[src/rtl/array_drain_reader_if.sv]
// Bundle of the writer port, drain handshake and status for array_drain_reader.
// out_parity exists only when ARRAY_DRAIN_READER_PARITY_EN is defined.
interface array_drain_reader_if #(
    parameter int DATA_W = 32,
    parameter int ADDR_W = 2,
    parameter int CNT_W  = 8
);
    logic              wr_en;
    logic [ADDR_W-1:0] wr_addr;
    logic [DATA_W-1:0] wr_data;
    logic              rd_start;
    logic              out_valid;
    logic              out_ready;
    logic [DATA_W-1:0] out_data;
    logic [ADDR_W-1:0] out_addr;
    logic              busy;
    logic [CNT_W-1:0]  rd_cnt;
    logic              overwrite_err;
`ifdef ARRAY_DRAIN_READER_PARITY_EN
    logic              out_parity;
`endif

    modport master (
        output wr_en, wr_addr, wr_data, rd_start, out_ready,
        input  out_valid, out_data, out_addr, busy, rd_cnt, overwrite_err
`ifdef ARRAY_DRAIN_READER_PARITY_EN
        , input out_parity
`endif
    );

    modport slave (
        input  wr_en, wr_addr, wr_data, rd_start, out_ready,
        output out_valid, out_data, out_addr, busy, rd_cnt, overwrite_err
`ifdef ARRAY_DRAIN_READER_PARITY_EN
        , output out_parity
`endif
    );
endinterface

[src/rtl/array_drain_reader.sv]
// Drains a writer-filled DEPTH-entry array in address order, one word per handshake.
// Latency: rd_start or a handshake to next out_valid is 2 cycles when the entry is valid.
// Backpressure: out_data/out_addr hold in SEND until out_ready; SCAN waits for the writer.
// Optional out_parity port enabled by ARRAY_DRAIN_READER_PARITY_EN.
module array_drain_reader #(
    parameter int DATA_W = 32,
    parameter int DEPTH  = 4,
    parameter int ADDR_W = 2,
    parameter int CNT_W  = 8
) (
    input  logic                  clk,
    input  logic                  reset,
    array_drain_reader_if.slave   bus
);
    typedef enum logic [1:0] {IDLE, SCAN, SEND} state_t;

    localparam logic [ADDR_W-1:0] LAST_PTR = ADDR_W'(DEPTH - 1);

    state_t            state_q, state_d;
    logic [DATA_W-1:0] mem [DEPTH];
    logic [DEPTH-1:0]  valid_q;
    logic [ADDR_W-1:0] rd_ptr;
    logic              out_valid_q;
    logic [DATA_W-1:0] out_data_q;
    logic [ADDR_W-1:0] out_addr_q;
    logic [CNT_W-1:0]  rd_cnt_q;
    logic              overwrite_err_q;
    logic              start, load, retire;

    always_comb begin
        state_d = state_q;
        start   = 1'b0;
        load    = 1'b0;
        retire  = 1'b0;
        case (state_q)
            IDLE: begin
                if (bus.rd_start) begin
                    start   = 1'b1;
                    state_d = SCAN;
                end
            end
            SCAN: begin
                if (valid_q[rd_ptr]) begin
                    load    = 1'b1;
                    state_d = SEND;
                end
            end
            SEND: begin
                if (bus.out_ready) begin
                    retire  = 1'b1;
                    state_d = (rd_ptr == LAST_PTR) ? IDLE : SCAN;
                end
            end
            default: state_d = IDLE;
        endcase
    end

    always_ff @(posedge clk) begin
        if (reset) begin
            state_q <= IDLE;
        end else begin
            state_q <= state_d;
        end
    end

    // Array storage is deliberately unreset; valid_q guards every read.
    always_ff @(posedge clk) begin
        if (bus.wr_en) begin
            mem[bus.wr_addr] <= bus.wr_data;
        end
    end

    always_ff @(posedge clk) begin
        if (reset) begin
            valid_q         <= '0;
            rd_ptr          <= '0;
            out_valid_q     <= 1'b0;
            out_data_q      <= '0;
            out_addr_q      <= '0;
            rd_cnt_q        <= '0;
            overwrite_err_q <= 1'b0;
        end else begin
            if (start) begin
                rd_ptr <= '0;
            end
            if (load) begin
                out_valid_q <= 1'b1;
                out_data_q  <= mem[rd_ptr];
                out_addr_q  <= rd_ptr;
            end
            if (retire) begin
                out_valid_q     <= 1'b0;
                rd_cnt_q        <= rd_cnt_q + 1'b1;
                valid_q[rd_ptr] <= 1'b0;
                if (rd_ptr != LAST_PTR) begin
                    rd_ptr <= rd_ptr + 1'b1;
                end
            end
            // A write landing on the entry being retired wins and is not an overwrite.
            if (bus.wr_en) begin
                valid_q[bus.wr_addr] <= 1'b1;
                if (valid_q[bus.wr_addr] && !(retire && bus.wr_addr == rd_ptr)) begin
                    overwrite_err_q <= 1'b1;
                end
            end
        end
    end

`ifdef ARRAY_DRAIN_READER_PARITY_EN
    logic out_parity_q;

    always_ff @(posedge clk) begin
        if (reset) begin
            out_parity_q <= 1'b0;
        end else if (load) begin
            out_parity_q <= ^mem[rd_ptr];
        end
    end

    assign bus.out_parity = out_parity_q;
`endif

    assign bus.out_valid     = out_valid_q;
    assign bus.out_data      = out_data_q;
    assign bus.out_addr      = out_addr_q;
    assign bus.busy          = (state_q != IDLE);
    assign bus.rd_cnt        = rd_cnt_q;
    assign bus.overwrite_err = overwrite_err_q;
endmodule

[src/flat_wrapper.sv]
// flat-port wrapper written by rule: the top's interface ports become plain ports
module array_drain_reader_flat 
#(
    parameter int DATA_W = 32,
    parameter int DEPTH  = 4,
    parameter int ADDR_W = 2,
    parameter int CNT_W  = 8
)
  (clk, reset, bus_wr_en, bus_wr_addr, bus_wr_data, bus_rd_start, bus_out_ready, bus_out_valid, bus_out_data, bus_out_addr, bus_busy, bus_rd_cnt, bus_overwrite_err);
  array_drain_reader_if #(.DATA_W(DATA_W), .ADDR_W(ADDR_W), .CNT_W(CNT_W)) bus_i ();
  input  logic clk;
  input  logic reset;
  input wire logic [$bits(bus_i.wr_en)-1:0] bus_wr_en;
  input wire logic [$bits(bus_i.wr_addr)-1:0] bus_wr_addr;
  input wire logic [$bits(bus_i.wr_data)-1:0] bus_wr_data;
  input wire logic [$bits(bus_i.rd_start)-1:0] bus_rd_start;
  input wire logic [$bits(bus_i.out_ready)-1:0] bus_out_ready;
  output wire logic [$bits(bus_i.out_valid)-1:0] bus_out_valid;
  output wire logic [$bits(bus_i.out_data)-1:0] bus_out_data;
  output wire logic [$bits(bus_i.out_addr)-1:0] bus_out_addr;
  output wire logic [$bits(bus_i.busy)-1:0] bus_busy;
  output wire logic [$bits(bus_i.rd_cnt)-1:0] bus_rd_cnt;
  output wire logic [$bits(bus_i.overwrite_err)-1:0] bus_overwrite_err;
  assign bus_i.wr_en = bus_wr_en;
  assign bus_i.wr_addr = bus_wr_addr;
  assign bus_i.wr_data = bus_wr_data;
  assign bus_i.rd_start = bus_rd_start;
  assign bus_i.out_ready = bus_out_ready;
  assign bus_out_valid = bus_i.out_valid;
  assign bus_out_data = bus_i.out_data;
  assign bus_out_addr = bus_i.out_addr;
  assign bus_busy = bus_i.busy;
  assign bus_rd_cnt = bus_i.rd_cnt;
  assign bus_overwrite_err = bus_i.overwrite_err;
  array_drain_reader #(.DATA_W(DATA_W), .DEPTH(DEPTH), .ADDR_W(ADDR_W), .CNT_W(CNT_W)) u_core (.clk(clk), .reset(reset), .bus(bus_i));
endmodule
[config.mk]
export PLATFORM = sky130hd
export DESIGN_NAME = array_drain_reader_flat
export DESIGN_NICKNAME = d
export VERILOG_FILES = /design/src/rtl/array_drain_reader_if.sv /design/src/rtl/array_drain_reader.sv /design/src/flat_wrapper.sv
export SDC_FILE = /design/constraint.sdc
export NUM_CORES = 1
export LEC_CHECK = 0
export ABC_AREA = 0
export CAP_MARGIN = 40
export CORE_MARGIN = 2
export CORE_UTILIZATION = 59
export DETAILED_ROUTE_END_ITERATION = 10
export MAX_ROUTING_LAYER = met4
export PLACE_DENSITY = 0.84
export SLEW_MARGIN = 0
export SYNTH_ARGS = -nofsm -noshare
export SYNTH_HDL_FRONTEND = slang
export SYNTH_SLANG_ARGS = --single-unit
[constraint.sdc]
create_clock -name clk -period 5.1 [get_ports clk]
set_input_delay 0.765 -clock clk [delete_from_list [all_inputs] [get_ports clk]]
set_output_delay 0.765 -clock clk [all_outputs]
set_load 0.01 [all_outputs]
==> results.md, run 1 <==
| Parameter | Reported | Unit |
|:---|:---|:---|
| Clk slew on worst S/H paths | 0.06 | ns |
| Cell type with the largest total area after synthesis | sky130_fd_sc_hd__edfxtp_1 | - |
| Layout Utilization | 0.737 | - |
| Floorplan die area | 12,400 | µm² |
| Number of buffer and inverter stages on the critical path | 2 | - |
| Tmin final | 2.58 | ns |
| Global-route wire length before repair | 20.5 | mm |
| Clock tree from TritonCTS | done | - |
| Synthesized area divided by synthesized cell count | 17.6 | µm² |
| CTS-repair resized insts | 0 | - |
| Level count of the clock H-tree | 4 | - |
| Remaining design rule violation count | 0 | - |
| Routability congestion estimate | 0.833 | - |
| Comb pwr share | 0.045 | - |
| Skew-Pair Late Insertion Delay | 0.42 | ns |
| Slowest cell on the critical path | sky130_fd_sc_hd__o22ai_4 | - |
| RSZ-0062 raised after global routing | false | - |
| Cts-stage hold buffer count | 0 | - |
| Hold Path Class | reg -> reg | - |
| Net Switching | 591 | µW |
| Synthesized-area fraction occupied by ao, oa, aoi and oai cells | 0.0126 | - |
| TritonRoute pass-1 iters | 4 | - |
| FILL cells | 668 | - |
| Buffers from clock root to sink, at most | 2 | - |
| Part of the total power dissipated in the clock network | 0.413 | - |
| Drt wl/cell | 20.4 | µm |
| Worst endpoint data arrival time | 2.88 | ns |
| Final Net Count | 521 | - |
| Simple logic cell fraction of the synthesized area | 0.0576 | - |
| # port buffers | 83 | - |
| Worst slew margin relative to its limit | 0.490 | - |
| Area grow syn2layout | 23.1 | % |
| Clock tree root driver cell | sky130_fd_sc_hd__clkbuf_16 | - |
| DRT iter0 DRCs | 222 | - |
| Detail-routed via count per cell | 5.73 | - |
| #FFs+latches synth | 180 | - |
| Height of the die | 111 | µm |
| Global-route total usage across every layer | 0.229 | - |
| Initial antenna violation count | 0 | - |
| Final routed wirelength across all metal layers | 12.9 | mm |
| Area used by sequential logic in the layout | 4890 | µm² |
| Sum of net half-perimeters after detailed placement | 7.80 | mm |
| Post-route worst hold slack | 0.480 | ns |
| Max Fanout on Critical Path | 33 | - |
| Sequential cell area fraction in the yosys report | 0.721 | - |
| List of cells traversed by the critical path | buf_12 > or3b_1 > o22ai_4 > buf_4 > mux2i_1 > nor2_1 | - |
| Count of distinct cell types in the synthesized netlist | 32 | - |
| Share of synthesized flip-flops with an asynchronous set or reset | 0 | - |
| Maximum clock rate | 387 | MHz |
| Worst Clk Skew | 0.00577 | ns |
| Internal portion of total power | 2450 | µW |
| Rows | 39 | - |
| Xor/xnor share of the synthesized area | 0.0103 | - |
| Required time at the endpoint of the critical path | 5.40 | ns |
| IR Drop Worst-Case VDD | 0.251 | mV |
| Crit end category | flip-flop | - |
| Static Leakage | 0.00270 | µW |
| Combined area of the multi-input logic cells | 1720 | µm² |
| Total design power | 3040 | µW |
| Combinational family with the most area after synthesis | multiplexers | - |
| Count of flip-flops with a built-in enable after synthesis | 128 | - |
| Launch point of the critical path | u_core.rd_ptr[1] | - |
| Top-level I/O count | 84 | - |
| Synth Net Count | 429 | - |
| Worst Setup Start Kind | flip-flop | - |
| Gate family responsible for the most delay along the worst path | buffers and inverters | - |
| Chip width | 111 | µm |
| Arithmetic-cell share of the synthesized area counting full adders, half adders and majority gates | 0.00923 | - |
| Crit-path max cell delay | 0.58 | ns |
| Total Negative Setup Slacks | 0 | ns |
| Initial standard-cell utilization of the core | 0.599 | - |
| Worst hold path startpoint | u_core.bus.overwrite_err | - |
| Via count of the first global-routing pass | 3,843 | - |
| ANT cells | 0 | - |
| Number of pins with negative max-slew slack in the final report | 0 | - |
| Share of cells above drive strength 1 | 0.161 | - |
| Number of cells produced by synthesis | 385 | - |
| Power per cell area | 364 | nW/µm² |
| Measured slew at the worst slew-check pin | 0.765 | ns |
| Maximum number of pins on one net before global-route repair | 40 | - |
| Startpoint-to-endpoint class of the critical path | reg -> reg | - |
| Worst reg2reg path startpoint | u_core.rd_ptr[1] | - |
| Flip-flop cell with the highest count after synthesis | sky130_fd_sc_hd__edfxtp_1 | - |
| Total of max-cap violations | 0 | - |
| Number of buffers inserted by post-CTS setup repair | 0 | - |
| Net switching fraction of the power | 0.194 | - |
| Residual antenna-violating net count after detailed routing | 0 | - |
| Core footprint | 11,300 | µm² |
| CTS sink cnt | 180 | - |
| Number of clock buffers inserted by TritonCTS | 17 | - |
| Period utilization | 0.507 | - |
| Share of the synthesized area in the top cell type | 0.567 | - |
| Biggest area contributors in the synthesized netlist | sky130_fd_sc_hd__edfxtp_1, sky130_fd_sc_hd__dfxtp_1, sky130_fd_sc_hd__mux4_2 | - |
| Synthesized area | 6780 | µm² |
| Detailed-route via count | 3,628 | - |
| Status | finished, final reports clean | - |
| Hold Fails Final Rpt | 0 | - |
| Count of yosys warnings during synthesis | 0 | - |
| Overflow after GRT | 0 | - |
| Sequential group share of total power | 0.542 | - |
| Setup-failing EPs final | 0 | - |
| Multiplexer share of the synthesized area | 0.161 | - |
cell type report:
type	instances	area share
multi-input combinational	183	0.207
clock buffer	27	0.0667
inverter	3	0.00135
sequential	180	0.586
timing repair buffer	92	0.115
clock inverter	5	0.00375
tap	143	0.0214
sequential cells by signal, summed over array words and instances (netlist names):
signal and flops:
u_core.bus.out_data 32, u_core.rd_ptr 2, u_core.mem 128, u_core.state_q 2, u_core.bus.rd_cnt 8, u_core.bus.out_addr 2
u_core.valid_q 4, u_core.bus.overwrite_err 1, u_core.bus.out_valid 1
synth_stat cells, types with 2 or more instances:
library cell and instances:
sky130_fd_sc_hd__clkbuf_8 3, sky130_fd_sc_hd__dfxtp_1 52, sky130_fd_sc_hd__o21ai_0 2, sky130_fd_sc_hd__ha_1 5
sky130_fd_sc_hd__inv_1 3, sky130_fd_sc_hd__and3_1 2, sky130_fd_sc_hd__nor3b_1 2, sky130_fd_sc_hd__clkbuf_1 7
sky130_fd_sc_hd__buf_6 2, sky130_fd_sc_hd__xnor2_1 5, sky130_fd_sc_hd__nand4_1 3, sky130_fd_sc_hd__edfxtp_1 128
sky130_fd_sc_hd__nor2_1 54, sky130_fd_sc_hd__nand3_1 2, sky130_fd_sc_hd__a21oi_1 8, sky130_fd_sc_hd__nand2_1 14
sky130_fd_sc_hd__mux2i_1 35, sky130_fd_sc_hd__buf_2 3, sky130_fd_sc_hd__xor2_1 3, sky130_fd_sc_hd__nand3b_1 4
sky130_fd_sc_hd__nor3_1 3, sky130_fd_sc_hd__mux4_2 33, sky130_fd_sc_hd__buf_12 3
worst register-to-register path, stage by stage (launching register included):
cell,delay [ns]
sky130_fd_sc_hd__dfxtp_2,0.39
sky130_fd_sc_hd__buf_12,0.21
sky130_fd_sc_hd__or3b_1,0.45
sky130_fd_sc_hd__o22ai_4,0.58
sky130_fd_sc_hd__buf_4,0.48
sky130_fd_sc_hd__mux2i_1,0.28
sky130_fd_sc_hd__nor2_1,0.07
logic make-up after synthesis:
logic type / Yosys count
compound gates: 14
xor+xnor: 8
fa+ha+maj: 5
buf+inv: 22
flops: 180
mux: 68
simple gates: 88
power by group through the flow:
stage                     combinational [µW]  sequential [µW]  clock, µW
after CTS                                139             1650       1280
final                                    138             1650       1250
after global placement                   127             1670          0
after floorplan                         62.5             1670          0
after global routing                     148             1650       1340
after detailed placement                 138             1680          0
layout by cell type, fill, tap and decap left out, types with 8 or more instances in the layout:
master                            instances
sky130_fd_sc_hd__mux4_2                  33
sky130_fd_sc_hd__mux2i_1                 35
sky130_fd_sc_hd__clkdlybuf4s50_1         82
sky130_fd_sc_hd__clkbuf_16               20
sky130_fd_sc_hd__nand2_1                 14
sky130_fd_sc_hd__dfxtp_1                 50
sky130_fd_sc_hd__edfxtp_1               128
sky130_fd_sc_hd__nor2_1                  53
sky130_fd_sc_hd__a21oi_1                  8
worst paths after layout:
path | depth (start not counted) | to | slack [ns]
worst min-delay path | 2 | u_core.bus.overwrite_err | 0.48
worst max-delay path | 6 | u_core.bus.out_data[0] | 2.52
worst min register to register | 2 | u_core.bus.overwrite_err | 0.48
worst max register to register | 6 | u_core.bus.out_data[0] | 2.52
metal layers:
| metal | vias to the layer above | wire length (µm) | global-route usage |
|---|---|---|---|
| met2 | 107 | 6960 | 0.383 |
| met4 | 0 | 330 | 0.113 |
| met3 | 25 | 573 | 0.0443 |
| met5 | - | 0 | - |
| met1 | 1842 | 5080 | 0.270 |
| li1 | 1654 | - | - |
per-stage QoR:
stage          instance area, µm²  setup slack (ns)  instances
2_1_floorplan                6780              1.41        385
3_3_place_gp                 7660              2.30        596
3_5_place_dp                 7760              2.53        601
4_1_cts                      8350              2.53        633
5_1_grt                      8350              2.40        633
6_report                     8350              2.52        633
Note: power is estimated with default switching activity, not from simulation.
==> inputs of run 2 (changes only) <==
CORE_UTILIZATION = 55   (was 59)
PLACE_DENSITY = 0.79   (was 0.84)
clock period = 2.51 ns   (was 5.1 ns; I/O delays follow)
==> run 2 against run 1 <==
Net effect:
- core utilization is 4.7 points lower
- sequential share of layout area is 0.37 points higher
- global-route usage is 1.7 points lower
- critical path depth is 1 lower
- maximum frequency is 32% higher
- total power is 100% higher
- count of clock-buffer cells in the layout is 8 lower
- routed wire length is 4.0% lower
==> results.md, run 2 (synthesis gave the netlist of run 1 again) <==
| Parameter | Reported | Unit | Change |
|:---|:---|:---|:---|
| Most flops, register | u_core.mem | - |  |
| Floorplan die area | 13,200 | µm² | +7.0% |
| Worst slew margin relative to its limit | 0.629 | - | +0.139 |
| Routed wl met2 | 6.46 | mm | -7.2% |
| Core footprint | 12,000 | µm² | +6.1% |
| Maximum number of pins on one net before global-route repair | 39 | - | -2.5% |
| Crit end category | flip-flop | - |  |
| Initial antenna violation count | 0 | - | unchanged |
| Clock tree from TritonCTS | done | - |  |
| Power per cell area | 734 | nW/µm² | +100% |
| Setup-failing EPs final | 0 | - | unchanged |
| Worst setup slack for register-to-register paths | 0.55 | ns | -1.97 ns |
| Met3 routed wirelength | 541 | µm | -5.6% |
| Detailed-route via count | 3,617 | - | -0.30% |
| Capturing point of the worst reg2reg path | u_core.bus.out_data[28] | - |  |
| Hold Path Class | in -> reg | - |  |
| Global-route total usage across every layer | 0.212 | - | -0.0171 |
| Total of max-cap violations | 0 | - | unchanged |
| Worst Clk Skew | 0.00754 | ns | +0.00177 ns |
| IR Drop Worst-Case VDD | 0.477 | mV | +90% |
| Worst Setup Start Kind | flip-flop | - |  |
| Startpoint-to-endpoint class of the critical path | reg -> reg | - |  |
| Status | finished, final reports clean | - |  |
| Static Leakage | 0.00269 | µW | -0.32% |
| Layout Utilization | 0.690 | - | -0.0468 |
| Sum of net half-perimeters after detailed placement | 7.70 | mm | -1.3% |
| Capturing instance or port of the critical path | u_core.bus.out_data[28] | - |  |
| DRT iter0 DRCs | 258 | - | +16% |
| Tmin final | 1.96 | ns | -0.620 ns |
| Post-route worst hold slack | 0.350 | ns | -0.131 ns |
| Worst endpoint data arrival time | 2.27 | ns | -0.61 ns |
| Total Negative Setup Slacks | 0 | ns | unchanged |
| FILL cells | 783 | - | +17% |
| Commonest cells after routing, fill and taps aside | sky130_fd_sc_hd__edfxtp_1, sky130_fd_sc_hd__clkdlybuf4s50_1, sky130_fd_sc_hd__nor2_1, sky130_fd_sc_hd__dfxtp_1, sky130_fd_sc_hd__mux2i_1 | - |  |
| Level count of the clock H-tree | 4 | - | unchanged |
| Buffers from clock root to sink, at most | 2 | - | unchanged |
| Final standard cell area without fillers | 8290 | µm² | -0.63% |
| Final routed wirelength across all metal layers | 12.4 | mm | -4.0% |
| Clock tree root driver cell | sky130_fd_sc_hd__clkbuf_16 | - |  |
| Required time at the endpoint of the critical path | 2.81 | ns | -2.59 ns |
| TritonRoute pass-1 iters | 4 | - | unchanged |
| Clk slew on worst S/H paths | 0.06 | ns | about the same |
| Residual antenna-violating net count after detailed routing | 0 | - | unchanged |
| Height of the die | 115 | µm | +3.4% |
| Chip width | 115 | µm | +3.4% |
| Area grow syn2layout | 22.4 | % |  |
| Maximum clock rate | 509 | MHz | +32% |
| Placement-stage cell area | 7740 | µm² | -0.18% |
| CTS sink cnt | 180 | - | unchanged |
| Top-level I/O count | 84 | - | unchanged |
| Max Fanout on Critical Path | 28 | - | -15% |
| Final Net Count | 526 | - | +0.96% |
| Skew-Pair Late Insertion Delay | 0.42 | ns | about the same |
| Remaining design rule violation count | 0 | - | unchanged |
| Largest register FFs | 128 | - | unchanged |
| CTS-repair resized insts | 0 | - | unchanged |
| Measured slew at the worst slew-check pin | 0.556 | ns | -0.208 ns |
| Cts-stage hold buffer count | 0 | - | unchanged |
| Period utilization | 0.782 | - | +0.276 |
| Detail-routed via count per cell | 5.63 | - | -1.7% |
| RSZ-0062 raised after global routing | false | - |  |
| ANT cells | 0 | - | unchanged |
| Worst reg2reg path startpoint | u_core.state_q[0] | - |  |
| Via count of the first global-routing pass | 3,688 | - | -4.0% |
| Met1 wire length | 5.21 | mm | +2.6% |
| Rows | 40 | - | +2.6% |
| Share of cells above drive strength 1 | 0.168 | - | +0.00645 |
| Drt wl/cell | 19.4 | µm | -5.3% |
| Overflow after GRT | 0 | - | unchanged |
| Launch point of the critical path | u_core.state_q[0] | - |  |
| Leading cell type in the layout, fill and taps excluded | sky130_fd_sc_hd__edfxtp_1 | - |  |
| Number of pins with negative max-slew slack in the final report | 0 | - | unchanged |
| Number of buffers inserted by post-CTS setup repair | 0 | - | unchanged |
| Hold Fails Final Rpt | 0 | - | unchanged |
| Routability congestion estimate | 0.788 | - | -5.4% |
| Global-route wire length before repair | 19.5 | mm | -5.1% |
| Initial standard-cell utilization of the core | 0.564 | - | -0.0344 |
| Path depth of the worst reg2reg path | 5 | - | -1 |
| Top Layer Used | met4 | - |  |
| Number of clock buffers inserted by TritonCTS | 17 | - | unchanged |
| # port buffers | 83 | - | unchanged |
run 2: critical path: stages, from the launching register on:
cell and delay [ns]:
sky130_fd_sc_hd__dfxtp_1 0.43, sky130_fd_sc_hd__or3b_1 0.43, sky130_fd_sc_hd__o22ai_4 0.14, sky130_fd_sc_hd__buf_4 0.45, sky130_fd_sc_hd__mux2i_1 0.29, sky130_fd_sc_hd__nor2_1 0.06
run 2: metal layers:
metal  GRT usage  vias to the layer above
li1            -                     1655
met1       0.266                     1832
met2       0.335                      115
met3      0.0506                       15
met4      0.0916                        0
met5           -                        -
run 2: power breakdown:
group | internal (µW) | total (µW) | leakage [µW] | switching, µW
registers | 3310 | 3340 | 0.00160 | 36.0
clock network | 1440 | 2470 | 0.000269 | 1020
logic | 141 | 279 | 0.000828 | 138
total | 4890 | 6090 | 0.00269 | 1200
run 2: stage by stage:
stage               total power, µW  setup WS, ns  cells
floorplan                      3530         0.271    385
global placement               3670         0.567    610
detailed placement             3690         0.503    610
CTS                            6130         0.526    642
global route                   6280         0.375    642
finish                         6090         0.546    642
run 2: worst min-delay path by stage:
stage / start / endpoint / slack, ns / depth (start not counted)
6_report: reset / u_core.bus.rd_cnt[7] / 0.35 / 2
5_1_grt: reset / u_core.bus.rd_cnt[7] / 0.34 / 2
4_1_cts: reset / u_core.bus.rd_cnt[7] / 0.33 / 2
3_5_place_dp: u_core.bus.out_data[22] / u_core.bus.out_data[22] / 0.49 / 2
3_3_place_gp: u_core.bus.out_data[8] / u_core.bus.out_data[8] / 0.48 / 2
2_1_floorplan: u_core.valid_q[2] / u_core.valid_q[2] / 0.47 / 2
run 2: final cells by class:
type	count	area, µm²	area share
well taps	147	184	0.0222
repair buffers	97	931	0.112
multi-input cells	183	1730	0.209
clock inverters	13	116	0.0140
flip-flops and latches	180	4890	0.589
clock buffers	19	433	0.0522
inverters	3	11.3	0.00136
==> inputs of run 3 (changes only) <==
clock period = 2.1 ns   (was 2.51 ns; I/O delays follow)
==> run 3 against run 2 <==
Net effect:
- sequential share of layout area fell by 0.34 points
- combinational power rose by 22%
- die area did not move
- total power rose by 17%
- sequential cell count did not move
- maximum frequency rose by 5.4%
- critical path depth did not move
- routed wire length fell by 2.9%
- clock power rose by 14%
- register-to-register slack got worse by 0.31 ns
- global-route usage fell by 0.67 points
- sequential power rose by 20%
- highest routed layer unchanged
==> results.md, run 3 (synthesis gave the netlist of run 1 again) <==
| Parameter | Reported | Unit | Change |
|:---|:---|:---|:---|
| Status | finished, final reports clean | - |  |
| Height of the die | 115 | µm | unchanged |
| Total Negative Setup Slacks | 0 | ns | unchanged |
| List of cells traversed by the critical path | or3b_1 > o22ai_4 > buf_4 > mux2i_1 > nor2_1 | - |  |
| Setup-failing EPs final | 0 | - | unchanged |
| Required time at the endpoint of the critical path | 2.38 | ns | -0.43 ns |
| Level count of the clock H-tree | 4 | - | unchanged |
| IR Drop Worst-Case VDD | 0.716 | mV | +50% |
| Clock tree root driver cell | sky130_fd_sc_hd__clkbuf_16 | - |  |
| Detailed-route via count | 3,535 | - | -2.3% |
| Commonest cells after routing, fill and taps aside | sky130_fd_sc_hd__edfxtp_1, sky130_fd_sc_hd__clkdlybuf4s50_1, sky130_fd_sc_hd__nor2_1, sky130_fd_sc_hd__dfxtp_1, sky130_fd_sc_hd__mux2i_1 | - |  |
| CTS-repair resized insts | 0 | - | unchanged |
| Worst slew margin relative to its limit | 0.616 | - | -0.0135 |
| Skew-Pair Late Insertion Delay | 0.42 | ns | about the same |
| Clk slew on worst S/H paths | 0.06 | ns | about the same |
| Final Net Count | 525 | - | -0.19% |
| RSZ-0062 raised after global routing | false | - |  |
| ANT cells | 0 | - | unchanged |
| Worst Setup Start Kind | flip-flop | - |  |
| TritonRoute pass-1 iters | 4 | - | unchanged |
| Layout Utilization | 0.694 | - | +0.00396 |
| Number of cells after detailed placement | 609 | - | -0.16% |
| Max Fanout on Critical Path | 20 | - | -29% |
| Final standard cell area without fillers | 8340 | µm² | +0.57% |
| Detail-routed via count per cell | 5.51 | - | -2.1% |
| Startpoint-to-endpoint class of the critical path | reg -> reg | - |  |
| Area used by sequential logic in the layout | 4890 | µm² | unchanged |
| Hold Fails Final Rpt | 0 | - | unchanged |
| Share of cells above drive strength 1 | 0.162 | - | -0.00573 |
| Worst Clk Skew | 0.0140 | ns | +0.00641 ns |
| Floorplan die area | 13,200 | µm² | unchanged |
| Maximum clock rate | 537 | MHz | +5.4% |
| FILL cells | 780 | - | -0.38% |
| Crit end category | flip-flop | - |  |
| Largest register FFs | 128 | - | unchanged |
| # port buffers | 83 | - | unchanged |
| Path depth of the worst reg2reg path | 5 | - | unchanged |
| Grt met2 use | 0.336 | - | +0.000784 |
| Final routed wirelength across all metal layers | 12.1 | mm | -2.9% |
| Core footprint | 12,000 | µm² | unchanged |
| Instance count on the critical path | 5 | - | unchanged |
| CTS sink cnt | 180 | - | unchanged |
| Routability congestion estimate | 0.801 | - | +1.6% |
| Power per cell area | 856 | nW/µm² | +17% |
| Chip width | 115 | µm | unchanged |
| Global-route total usage across every layer | 0.205 | - | -0.00673 |
| Drt wl/cell | 18.8 | µm | -2.7% |
| Measured slew at the worst slew-check pin | 0.577 | ns | +0.0203 ns |
| Initial standard-cell utilization of the core | 0.564 | - | unchanged |
| Rows | 40 | - | unchanged |
| Global-route wire length before repair | 19.2 | mm | -1.7% |
| Most flops, register | u_core.mem | - |  |
| Total of max-cap violations | 0 | - | unchanged |
| Combined area of the multi-input logic cells | 1730 | µm² | unchanged |
| Remaining design rule violation count | 0 | - | unchanged |
| Overflow after GRT | 0 | - | unchanged |
| Clock tree from TritonCTS | done | - |  |
| Top Usage Layer GRT | met2 | - |  |
| Residual antenna-violating net count after detailed routing | 0 | - | unchanged |
| Hold Path Class | in -> reg | - |  |
| Number of standard cells in the layout, taps in and fillers out | 641 | - | -0.16% |
| Crit-path max cell delay | 0.44 | ns | about the same |
| Gate family responsible for the most delay along the worst path | simple AND/OR/NAND/NOR gates | - |  |
| Sum of net half-perimeters after detailed placement | 7.47 | mm | -3.0% |
| Number of pins with negative max-slew slack in the final report | 0 | - | unchanged |
| Worst endpoint data arrival time | 2.15 | ns | -0.12 ns |
| Leading cell type in the layout, fill and taps excluded | sky130_fd_sc_hd__edfxtp_1 | - |  |
| Worst setup slack for register-to-register paths | 0.24 | ns | -0.31 ns |
| Number of clock buffers inserted by TritonCTS | 17 | - | unchanged |
| Global routing met3 resource utilization | 0.0453 | - | -0.00527 |
| Buffers from clock root to sink, at most | 2 | - | unchanged |
| Min-Delay Path Depth | 3 | - | +1 |
| Slowest cell on the critical path | sky130_fd_sc_hd__dfxtp_1 | - |  |
| Number of buffer and inverter stages on the critical path | 1 | - | unchanged |
| Top-level I/O count | 84 | - | unchanged |
| Via count of the first global-routing pass | 3,691 | - | +0.081% |
| Met1 Track Usage GR | 0.244 | - | -0.0214 |
| Static Leakage | 0.00270 | µW | about the same |
| Initial antenna violation count | 0 | - | unchanged |
| Period utilization | 0.887 | - | +0.105 |
| DRT iter0 DRCs | 255 | - | -1.2% |
| Placement-stage cell area | 7810 | µm² | +0.87% |
| Number of buffers inserted by post-CTS setup repair | 0 | - | unchanged |
| Cts-stage hold buffer count | 0 | - | unchanged |
| Area grow syn2layout | 23.1 | % |  |
| Tmin final | 1.86 | ns | -0.100 ns |
| Maximum number of pins on one net before global-route repair | 53 | - | +36% |
-- run 3: final cells by class --
class,count,area share
Sequential cell,180,0.586
Tap cell,147,0.0221
Clock inverter,4,0.00270
Timing Repair Buffer,96,0.120
Clock buffer,28,0.0608
Inverter,3,0.00135
Multi-Input combinational cell,183,0.207
-- run 3: power by group --
group	leakage [µW]	switching [µW]	internal [µW]
registers	0.00160	43.6	3950
clock network	0.000258	1170	1630
logic	0.000841	162	177
total	0.00270	1380	5760
-- run 3: stage by stage --
| step | hold slack (ns) | worst slack (ns) | total power (µW) |
|---|---|---|---|
| 2_1_floorplan | 0.414 | 0.0278 | 4220 |
| 3_3_place_gp | 0.477 | 0.285 | 4390 |
| 3_5_place_dp | 0.484 | 0.236 | 4410 |
| 4_1_cts | 0.475 | 0.226 | 7210 |
| 5_1_grt | 0.495 | 0.138 | 7390 |
| 6_report | 0.484 | 0.236 | 7140 |
-- run 3: layer usage --
layer | routed length [µm] | vias up
li1 | - | 1655
met1 | 5040 | 1783
met2 | 6380 | 90
met4 | 97 | 0
met3 | 555 | 7
met5 | 0 | -
-- run 3: path summary, 6_finish.rpt --
path | startpoint | end
max reg2reg | u_core.state_q[0] | u_core.bus.out_data[22]
min | reset | u_core.state_q[1]
min reg2reg | u_core.bus.out_data[21] | u_core.bus.out_data[21]
max | u_core.state_q[0] | u_core.bus.out_data[22]
-- run 3: worst min-delay path, stage by stage --
cell	delay, ns
sky130_fd_sc_hd__buf_2	0.10
sky130_fd_sc_hd__buf_4	0.29
sky130_fd_sc_hd__nor2_1	0.15
